`src/rtl/ballot_tally_core_if.sv`:
```
// Button/close inputs and published vote totals
// for the three-candidate ballot tally core.
interface ballot_tally_core_if #(
    parameter int COUNT_W = 32
);
    logic               i_candidate_1;
    logic               i_candidate_2;
    logic               i_candidate_3;
    logic               i_voting_over;
    logic [COUNT_W-1:0] o_count1;
    logic [COUNT_W-1:0] o_count2;
    logic [COUNT_W-1:0] o_count3;

    modport master (
        output i_candidate_1,
        output i_candidate_2,
        output i_candidate_3,
        output i_voting_over,
        input  o_count1,
        input  o_count2,
        input  o_count3
    );

    modport slave (
        input  i_candidate_1,
        input  i_candidate_2,
        input  i_candidate_3,
        input  i_voting_over,
        output o_count1,
        output o_count2,
        output o_count3
    );
endinterface

```
`src/rtl/ballot_tally_core.sv`:
```
// Three-candidate ballot counter: one vote per press
// while open, totals frozen and published once closed.
module ballot_tally_core #(
    parameter int COUNT_W = 32
) (
    input logic           clk,
    input logic           rst,
    ballot_tally_core_if.slave bus
);
    typedef enum logic [1:0] {
        OPEN,
        HOLD,
        CLOSED
    } state_t;

    localparam logic [COUNT_W-1:0] MAX = '1;

    state_t state_q;
    state_t state_d;

    logic [2:0] btn;
    logic [2:0] btn_q;
    logic [2:0] inc;

    logic [2:0][COUNT_W-1:0] cnt_q;
    logic [2:0][COUNT_W-1:0] out_q;

    assign btn = {bus.i_candidate_3,
                  bus.i_candidate_2,
                  bus.i_candidate_1};

    always_comb begin
        state_d = state_q;
        inc     = '0;
        unique case (state_q)
            OPEN: begin
                if (bus.i_voting_over) begin
                    state_d = CLOSED;
                end else if (|btn) begin
                    // Any press (valid or not) waits for full release
                    state_d = HOLD;
                    if ($onehot(btn) && |(btn & ~btn_q))
                        inc = btn;
                end
            end
            HOLD: begin
                if (bus.i_voting_over)
                    state_d = CLOSED;
                else if (btn == 3'b000)
                    state_d = OPEN;
            end
            CLOSED: state_d = CLOSED;
            default: state_d = OPEN;
        endcase
    end

    always_ff @(posedge clk or negedge rst) begin
        if (!rst) begin
            state_q <= OPEN;
            btn_q   <= '0;
            cnt_q   <= '0;
            out_q   <= '0;
        end else begin
            state_q <= state_d;
            btn_q   <= btn;
            for (int i = 0; i < 3; i++) begin
                if (inc[i] && cnt_q[i] != MAX)
                    cnt_q[i] <= cnt_q[i] + 1'b1;
            end
            // Totals stay hidden until polling has closed
            if (state_q == CLOSED)
                out_q <= cnt_q;
            else
                out_q <= '0;
        end
    end

    assign bus.o_count1 = out_q[0];
    assign bus.o_count2 = out_q[1];
    assign bus.o_count3 = out_q[2];
endmodule

```
`src/flat_wrapper.sv`:
```
// flat-port wrapper written by rule: the top's interface ports become plain ports
module ballot_tally_core_flat 
#(
    parameter int COUNT_W = 32
)
  (clk, rst, bus_i_candidate_1, bus_i_candidate_2, bus_i_candidate_3, bus_i_voting_over, bus_o_count1, bus_o_count2, bus_o_count3);
  ballot_tally_core_if #(.COUNT_W(COUNT_W)) bus_i ();
  input logic clk;
  input logic rst;
  input wire logic [$bits(bus_i.i_candidate_1)-1:0] bus_i_candidate_1;
  input wire logic [$bits(bus_i.i_candidate_2)-1:0] bus_i_candidate_2;
  input wire logic [$bits(bus_i.i_candidate_3)-1:0] bus_i_candidate_3;
  input wire logic [$bits(bus_i.i_voting_over)-1:0] bus_i_voting_over;
  output wire logic [$bits(bus_i.o_count1)-1:0] bus_o_count1;
  output wire logic [$bits(bus_i.o_count2)-1:0] bus_o_count2;
  output wire logic [$bits(bus_i.o_count3)-1:0] bus_o_count3;
  assign bus_i.i_candidate_1 = bus_i_candidate_1;
  assign bus_i.i_candidate_2 = bus_i_candidate_2;
  assign bus_i.i_candidate_3 = bus_i_candidate_3;
  assign bus_i.i_voting_over = bus_i_voting_over;
  assign bus_o_count1 = bus_i.o_count1;
  assign bus_o_count2 = bus_i.o_count2;
  assign bus_o_count3 = bus_i.o_count3;
  ballot_tally_core #(.COUNT_W(COUNT_W)) u_core (.clk(clk), .rst(rst), .bus(bus_i));
endmodule
```
`config.mk`:
```
export PLATFORM = sky130hd
export DESIGN_NAME = ballot_tally_core_flat
export DESIGN_NICKNAME = d
export VERILOG_FILES = /design/src/rtl/ballot_tally_core_if.sv /design/src/rtl/ballot_tally_core.sv /design/src/flat_wrapper.sv
export SDC_FILE = /design/constraint.sdc
export NUM_CORES = 1
export LEC_CHECK = 0
export CORE_AREA = 4 4 122 124
export DETAILED_ROUTE_END_ITERATION = 6
export DIE_AREA = 0 0 126 128
export PLACE_DENSITY = 0.86
export SETUP_SLACK_MARGIN = 0.15
export SLEW_MARGIN = 20
export SYNTH_ARGS = -nofsm -noshare
export SYNTH_HDL_FRONTEND = slang
export SYNTH_SLANG_ARGS = --single-unit
```
`constraint.sdc`:
```
create_clock -name clk -period 3.7 [get_ports clk]
set_clock_uncertainty 0.05 [all_clocks]
set_input_delay 0.37 -clock clk [delete_from_list [all_inputs] [get_ports clk]]
set_output_delay 0.37 -clock clk [all_outputs]
set_load 0.005 [all_outputs]
```
# Word level (Yosys, flattened, before mapping)
# Cells that the tools add are included.
classes:
  addsub: 5
  eq_ne: 8
  muxes: 10
  bitwise_logic: 2
  n_reduce_logical: 9
op_table:
  columns: ["cell", "n"]
  rows:
  - ["$add A32 B1 Y32 const B", 3]
  - ["$mux W96", 1]
  - ["$ne A32 B32 Y1 const B", 3]
  - ["$mux W3", 4]
  - ["$mux W2", 4]
  - ["$ne A3 B2 Y1 const B", 2]
  - ["$pmux W2 S3", 1]
  - ["$reduce_or A3 Y1", 2]
  - ["$eq A2 B1 Y1 const B", 2]
  - ["$logic_and A1 B1 Y1", 4]
  - ["$and A3 B3 Y3", 1]
  - ["$logic_not A3 Y1", 1]
  - ["$not A3 Y3", 1]
  - ["$add A1 B1 Y2", 1]
  - ["$add A2 B1 Y2", 1]
  - ["$eq A2 B2 Y1 const B", 1]
  - ["$logic_not A2 Y1", 1]
  - ["$reduce_and A2 Y1", 1]
totals:
  regBits: 197
  inputBits: 6
  output_inout_bits: 96
  elab_cells: 42

# Depth between registers and ports, before layout
# Gate-level depths: netlist of the first run.
logic_depth:
  ltp_word: 9
  ltp_mapped: 8
  depth_no_buf: 7

# Least setup slack after synthesis of the first run
# Ideal clock, no wire load.
synth_path:
  path_type: "input port to flip-flop"
  from: "input bus_i_candidate_3"
  to: "register u_core.cnt_q[89] in the netlist's numbering"
  setup_ps: 79
  arrival_ps: 2155
  t_required_ps: 3571
  slack_ps: 1416
  cell_stages: 7
  path_buffers: 0
  cell_sequence: "inv_1 fa_1 and2b_2 nand4b_1 nor3b_2 and4bb_2 xor2_1"
synth_between:
  elab_chain_cells: 8
  elab_cells_between_ends: 11
  classes_between: "1 x add/sub; 1 x eq/ne; 4 x mux; 1 x bitwise; 4 x reduce/logical"
synth_rtl:
  columns: ["element", "line_no", "rtl"]
  rows:
  - ["start: declaration", "flat_wrapper.sv:12", "input wire logic [$bits(bus_i.i_candidate_3)-1:0] bus_i_candidate_3;"]
  - ["$add A2 B1 Y2 (not written as such) / $and A3 B3 Y3 (equally long branches)", "ballot_tally_core.sv:42", "if ($onehot(btn) && |(btn & ~btn_q))"]
  - ["$eq A2 B1 Y1 / $reduce_or A3 Y1 (equally long branches)", "ballot_tally_core.sv:42", null]
  - ["$logic_and A1 B1 Y1", "ballot_tally_core.sv:42", null]
  - ["$mux W3", "ballot_tally_core.sv:42", null]
  - ["$mux W3 *", "ballot_tally_core.sv:39", "end else if (|btn) begin"]
  - ["$mux W3 *", "ballot_tally_core.sv:37", "if (bus.i_voting_over) begin"]
  - ["$mux W3 *", "ballot_tally_core.sv:35", "unique case (state_q)"]
  - ["$logic_and A1 B1 Y1 *", "ballot_tally_core.sv:67", "if (inc[i] && cnt_q[i] != MAX)"]
  - ["end signal: indexed assignment", "ballot_tally_core.sv:68", "cnt_q[i] <= cnt_q[i] + 1'b1;"]
  - ["end: declaration", "ballot_tally_core.sv:25", "logic [2:0][COUNT_W-1:0] cnt_q;"]
# Every way passes the cells marked *; elsewhere a longest branch is shown, timed or not.
# A chain may end at the register's enable or synchronous reset.

# Worst setup path in the final report of the first run
# Same ends and word-level chain as after synthesis.

==> impl_metrics.py, run 1 <==
metrics = {
    "power_and_ir_drop": {
        "p_per_area_mw_per_mm2": 457.2,
        "finalPower_mw": 4.545,
        "p_leak_nw": 4.480,
        "ir_drop_mv": 0.3618,
    },
    "synth": {
        "synth_top_cells_by_area": "dfrtp_1, xnor2_1, and2_1, nand4_1, nand3_1",
        "synth_nets": 667,
        "syn_area_mm2": 0.008135,
        "async_reset_ff_share_pct": 100.0,
        "yosys.area_share.simple_pct": 25.93,
        "synth_top_area_share_pct": 60.60,
        "synth_largest_area_cell": "dfrtp_1",
        "yosysWarnings": 0,
        "synth_cells": 657,
        "synth_compound_area_share_pct": 1.261,
        "muxShareOfSynthArea_pct": 0.4153,
        "ys.flop_type": "dfrtp_1",
        "synth-seq-cells": 197,
        "synth.avg_cell_area_um2": 12.38,
        "synth_most_common_cell": "dfrtp_1",
        "synth_common_cells": "dfrtp_1, and2_1, xnor2_1",
        "yosys.area_share.adder_pct": 0.7075,
        "synth_top_family_by_area": "simple AND/OR/NAND/NOR gates",
        "synth-seq-area-share_pct": 60.60,
        "synth_xor_area_share_pct": 9.689,
        "yosysUniqueCellTypes": 55,
        "synth_edf_count": 0,
    },
    "clock_network": {
        "cts_num_sinks": 197,
        "cts_setup_buffers": 0,
        "clockBufferDepth": 2,
        "clkTransAtPathRegs_ps": 60,
        "cts_buffers": 17,
        "cts-root-buf": "clkbuf_16",
        "clk-insertion-delay-late_ps": 430,
        "htreeDepth": 4,
        "cts_resized": 0,
        "tritoncts": "done",
    },
    "grt": {
        "grt_pass1_vias": 5483,
        "antenna_found_initial": 0,
        "grt_first_pass_wirelength_um": 26990,
        "grtUsageTotal_pct": 20.85,
        "overflow": 0,
        "grt_max_degree": 95,
    },
    "timing": {
        "hold_violations": 0,
        "setup-tns-final_ps": 0,
        "period_share_pct": 74.81,
        "worstMarginPinSlew_ps": 750.3,
        "setup_viol": 0,
        "rsz0062_at_grt": "false",
        "slew_headroom_pct": 49.60,
        "fin_ws_ps": 932.0,
        "maxSlewViolCount": 0,
        "max_clock_freq_ghz": 0.3613,
        "fin_crit_ps": 2768,
    },
    "run": {
        "drv_cap": 0,
    },
    "route": {
        "drtIter0Drc": 444,
        "first_pass_iters": 5,
        "vias_per_cell": 5.669,
        "ant_nets": 0,
        "post_drt_wl_per_cell_um": 16.71,
        "num_vias": 5420,
        "drc_errors": 0,
        "routed_wl_um": 15980,
    },
    "finish": {
        "nets": 776,
        "antenna-diode-count": 0,
        "syn_to_final_growth_pct": 22.21,
        "layout-drive-gt1-share_pct": 8.892,
        "fillers": 895,
    },
    "worst_setup_path": {
        "cp-start-kind": "primary input",
        "crit_buf_inv": 2,
        "required_ps": 4000,
        "cp_max_fo": 9,
        "critPathSlowestCell": "clkdlybuf4s50_1",
        "crit_family": "simple AND/OR/NAND/NOR gates",
        "crit_type": "primary input to flip-flop",
        "path_cells": "clkdlybuf4s50_1, inv_1, fa_1, and2b_2, nand4b_1, nor3b_2, and4bb_2, xor2_1",
        "worstSetupEndpointType": "flip-flop",
        "critical_path.max_stage_delay_ps": 550,
        "arrival_ps": 3070,
    },
    "worst_hold_path": {
        "hold_path_class": "primary input to flip-flop",
    },
    "die": {
        "io_pins": 102,
        "die-area_mm2": 0.01613,
        "die_width_um": 126,
        "start_util_pct": 59.07,
        "fp-row-count": 43,
        "coreArea_mm2": 0.01377,
        "die_y_um": 128,
    },
    "placed_design": {
        "gp_congestion": 0.8959,
        "portBuffers": 101,
        "hpwlAfterDp_um": 10770,
        "place_ws_ps": 518.6,
    },
    "run_status": {
        "status": "complete, no violations",
    },
}
==> metal layers <==
layer,vias up,wire (µm),part of all wire [%],global-route usage [%]
met5,-,0,0,0
met4,0,260,1.6,6.625
met3,25,926,5.8,5.292
met2,182,8324,52,35.74
met1,2721,6468,40,26.26
li1,2492,-,-,-
==> worst reg2reg max path, stage by stage (launching register included) <==
cell	delay (ps)
dfrtp_1	420
nand4_1	300
nor4_4	780
nand3b_2	360
nand2_1	210
mux2_1	350
==> report_power, final <==
part | switching [mW] | total (mW) | internal, mW
Clock | 0.753 | 1.84 | 1.08
Sequential | 0.0736 | 2.30 | 2.23
Combinational | 0.260 | 0.406 | 0.146
==> kinds of logic after synthesis <==
| logic type | Yosys count |
|---|---|
| muxes | 3 |
| AOI/OAI and AO/OA | 11 |
| buffers and inverters | 25 |
| DFF | 197 |
| adders and majority gates | 4 |
| xor gates and xnor gates | 90 |
| and+or+nand+nor | 327 |
==> path summary, 6_finish.rpt <==
path	from	end	slack [ps]	depth (start not counted)
worst max-delay path	bus_i_candidate_3	u_core.cnt_q[89]	930	8
worst min-delay path	bus_i_candidate_2	u_core.btn_q[1]	430	1
worst max register to register	u_core.cnt_q[7]	u_core.cnt_q[1]	1100	5
worst min register to register	u_core.cnt_q[23]	u_core.cnt_q[23]	440	1
max in group asynchronous	rst	u_core.cnt_q[87]	2170	3
min in group asynchronous	rst	u_core.bus.o_count2[3]	510	2
==> final cells by class <==
type | count | area [µm²] | area share (%)
flip-flops and latches | 197 | 4930 | 49.58
multi-input cells | 435 | 3099 | 31.17
repair buffers | 106 | 1067 | 10.73
clock buffers | 20 | 456.7 | 4.594
well taps | 180 | 225.2 | 2.265
clock inverters | 9 | 130.1 | 1.309
inverters | 9 | 33.78 | 0.3398
==> what timing repair did <==
| item | 4_1_cts | 5_1_grt |
|---|---|---|
| hold buffers | 1 | 0 |
| setup endpoints to repair | 0 | 0 |
| endpoints found under the hold margin | 66 | 0 |
==> through the flow <==
step | util (%) | cell area, µm² | hold WS [ps] | instances
after global placement | 67.85 | 9345 | 408.5 | 926
final | 72.18 | 9942 | 431.4 | 956
after CTS | 72.18 | 9942 | 420.5 | 956
after global routing | 72.18 | 9942 | 420.4 | 956
after floorplan | - | 8135 | 24.41 | 657
after detailed placement | 67.85 | 9345 | 423.0 | 926
==> sequential cells by signal (all words and copies together) (netlist names) <==
signal,count
u_core.cnt_q,96
u_core.bus.o_count1,32
u_core.bus.o_count2,32
u_core.bus.o_count3,32
u_core.btn_q,3
u_core.state_q,2
==> layout by cell type (no fill, tap or decap), drive strengths merged, types with 6 or more instances in the layout <==
master,netlist,final
dfrtp,197,197
clkdlybuf4s50,0,100
and2,99,99
xnor2,77,77
nand4,56,56
nand3,47,47
nand2,23,23
and3,23,23
nor2,23,23
clkbuf,11,21
nor3,20,20
xor2,13,13
inv,9,9
nor4,9,9
and4,6,6
No activity file was read; power rests on OpenSTA's default activity.
==> run 2: changes to the inputs <==
--- a/config.mk
+++ b/config.mk
@@ -5,10 +5,10 @@
 export SDC_FILE = /design/constraint.sdc
 export NUM_CORES = 1
 export LEC_CHECK = 0
-export CORE_AREA = 4 4 122 124
+export CORE_AREA = 4 4 127 129
 export DETAILED_ROUTE_END_ITERATION = 6
-export DIE_AREA = 0 0 126 128
-export PLACE_DENSITY = 0.86
+export DIE_AREA = 0 0 131 133
+export PLACE_DENSITY = 0.8
 export SETUP_SLACK_MARGIN = 0.15
 export SLEW_MARGIN = 20
 export SYNTH_ARGS = -nofsm -noshare
==> constraint.sdc (replaced) <==
create_clock -name clk -period 2.89 [get_ports clk]
set_clock_uncertainty 0.05 [all_clocks]
set_input_delay 0.289 -clock clk [delete_from_list [all_inputs] [get_ports clk]]
set_output_delay 0.289 -clock clk [all_outputs]
set_load 0.005 [all_outputs]
==> run 2 against run 1 <==
Compared with the run above: clock power grew 24%; hold slack lost 67 ps; count of clock-buffer cells in the layout shrank 2; die area grew 8.0%; sequential power grew 28%; flip-flop and latch count is the same; routed wire length grew 1.0%; via count grew 0.52%; worst setup slack lost 440 ps; non-clock buffer count grew 15; combinational power grew 33%; global-route usage shrank 0.74 points; critical endpoint is now u_core.cnt_q[90]; largest power group unchanged.
==> impl_metrics.py, run 2 (synthesized netlist as in run 1, its figures left out) <==
metrics = {
    "worst_setup_path": {
        "cp_max_fo": 7,
        "critPathSlowestCell": "fa_1",
        "reg2reg_slack_ps": 770,
        "critical_path.max_stage_delay_ps": 510,
        "reg2regPathDepth": 6,
        "crit_family": "simple AND/OR/NAND/NOR gates",
        "crit_type": "primary input to flip-flop",
        "crit_buf_inv": 3,
        "path_cells": "clkdlybuf4s50_1, inv_1, fa_1, and2b_2, nand4b_1, buf_4, nor4_4, nand4_1, xnor2_1",
        "rr_startpoint": "u_core.cnt_q[4]",
        "required_ps": 3180,
        "cp-start-kind": "primary input",
        "arrival_ps": 2680,
        "worstSetupEndpointType": "flip-flop",
        "timing.rr.end": "u_core.cnt_q[1]",
    },
    "grt": {
        "grtUsageTotal_pct": 20.10,
        "use_met2_pct": 32.03,
        "grt_max_degree": 81,
        "met3_usage_pct": 4.320,
        "overflow": 0,
        "antenna_found_initial": 0,
        "grt_pass1_vias": 5591,
        "grt_busiest_layer": "met2",
        "met1_usage_pct": 26.23,
        "grt_first_pass_wirelength_um": 27740,
    },
    "clock_network": {
        "clockBufferDepth": 2,
        "clkTransAtPathRegs_ps": 70,
        "htreeDepth": 4,
        "cts_setup_buffers": 0,
        "cts_num_sinks": 197,
        "tritoncts": "done",
        "cts-root-buf": "clkbuf_16",
        "clk-insertion-delay-late_ps": 430,
        "cts_resized": 0,
        "cts_buffers": 17,
        "holdBufCountCts": 1,
    },
    "finish": {
        "nets": 791,
        "layout-drive-gt1-share_pct": 11.08,
        "fillers": 1064,
        "syn_to_final_growth_pct": 23.61,
        "finalNonFillerCells": 982,
        "antenna-diode-count": 0,
        "layout_commonest_cell": "dfrtp_1",
        "regMostFlops": "u_core.cnt_q",
        "largest_reg_flops": 96,
        "final_cell_mix": "dfrtp_1, clkdlybuf4s50_1, and2_1, xnor2_1, nand4_1",
    },
    "timing": {
        "slew_headroom_pct": 46.82,
        "fin_ws_ps": 495.0,
        "worstMarginPinSlew_ps": 785.2,
        "rsz0062_at_grt": "false",
        "period_share_pct": 82.87,
        "fin_crit_ps": 2395,
        "setup_viol": 0,
        "hold_violations": 0,
        "max_clock_freq_ghz": 0.4175,
        "maxSlewViolCount": 0,
        "setup-tns-final_ps": 0,
    },
    "power_and_ir_drop": {
        "p_leak_nw": 4.557,
        "ir_drop_mv": 0.4479,
        "p_per_area_mw_per_mm2": 573.9,
    },
    "die": {
        "io_pins": 102,
        "start_util_pct": 54.12,
        "die_y_um": 133,
        "fp-row-count": 45,
        "coreArea_mm2": 0.01503,
        "die_width_um": 131,
        "die-area_mm2": 0.01742,
    },
    "route": {
        "num_vias": 5448,
        "vias_per_cell": 5.548,
        "ant_nets": 0,
        "first_pass_iters": 5,
        "drtIter0Drc": 444,
        "drc_errors": 0,
        "routed_wl_um": 16150,
        "post_drt_wl_per_cell_um": 16.44,
    },
    "placed_design": {
        "hpwlAfterDp_um": 11300,
        "gp_congestion": 0.8509,
        "dp.cells": 949,
        "portBuffers": 101,
        "place_ws_ps": 74.55,
    },
    "run_status": {
        "status": "complete, no violations",
    },
    "worst_hold_path": {
        "hold_path_class": "primary input to asynchronous set/reset pin",
    },
    "run": {
        "drv_cap": 0,
    },
}
-- run 2: changes by cell type in the layout (fill, tap and decap cells not counted) --
cell,previous run,this run
clkinv_2,2,1
inv_8,0,1
buf_4,3,18
clkbuf_1,1,0
bufinv_16,3,1
clkinvlp_4,4,3
inv_6,0,6
clkbuf_8,3,2
clkinv_4,0,2
-- run 2: worst max path at each step --
stage | cells past startpoint | startpoint | end | slack, ps
final | 9 | bus_i_candidate_3 | u_core.cnt_q[90] | 500
after global routing | 9 | bus_i_candidate_2 | u_core.cnt_q[94] | 400
after CTS | 9 | bus_i_candidate_2 | u_core.cnt_q[90] | 500
after detailed placement | 9 | bus_i_candidate_3 | u_core.cnt_q[42] | 70
after global placement | 9 | bus_i_candidate_3 | u_core.cnt_q[90] | 130
after floorplan | 7 | bus_i_candidate_3 | u_core.cnt_q[89] | 690
-- run 2: per-stage QoR --
step	utilization, %	power (mW)	hold slack, ps	cell area (µm²)
2_1_floorplan	-	3.248	-56.59	8135
3_3_place_gp	62.98	3.518	276.0	9468
3_5_place_dp	62.98	3.541	293.8	9468
4_1_cts	66.89	5.844	385.2	10060
5_1_grt	66.89	6.026	401.7	10060
6_report	66.89	5.771	364.9	10060
-- run 2: worst reg2reg max path, stage by stage (launching register included) --
cell and delay [ps]:
dfrtp_1 450, nand4_1 250, nor4_4 290, buf_4 230, nand3b_2 220, nand2_1 180
mux2_1 330
-- run 2: per-layer routing --
metal / vias to the layer above / part of all wire [%]
met3: 38 / 4.9
met2: 173 / 50
li1: 2522 / -
met1: 2715 / 42
met5: - / 0
met4: 0 / 3.1
-- run 2: power by group --
part	internal [mW]	switching [mW]	leakage, nW
registers	2.85	0.0886	2.71
logic	0.203	0.339	1.57
clock network	1.23	1.06	0.277
-- run 2: area by class of cell --
| type | count | area [µm²] | share of cell area (%) |
|---|---|---|---|
| Clock buffer | 18 | 439.2 | 4.367 |
| Multi-Input combinational cell | 435 | 3099 | 30.82 |
| Inverter | 9 | 33.78 | 0.3359 |
| Tap cell | 188 | 235.2 | 2.339 |
| Clock inverter | 14 | 138.9 | 1.381 |
| Timing Repair Buffer | 121 | 1180 | 11.73 |
| Sequential cell | 197 | 4930 | 49.02 |
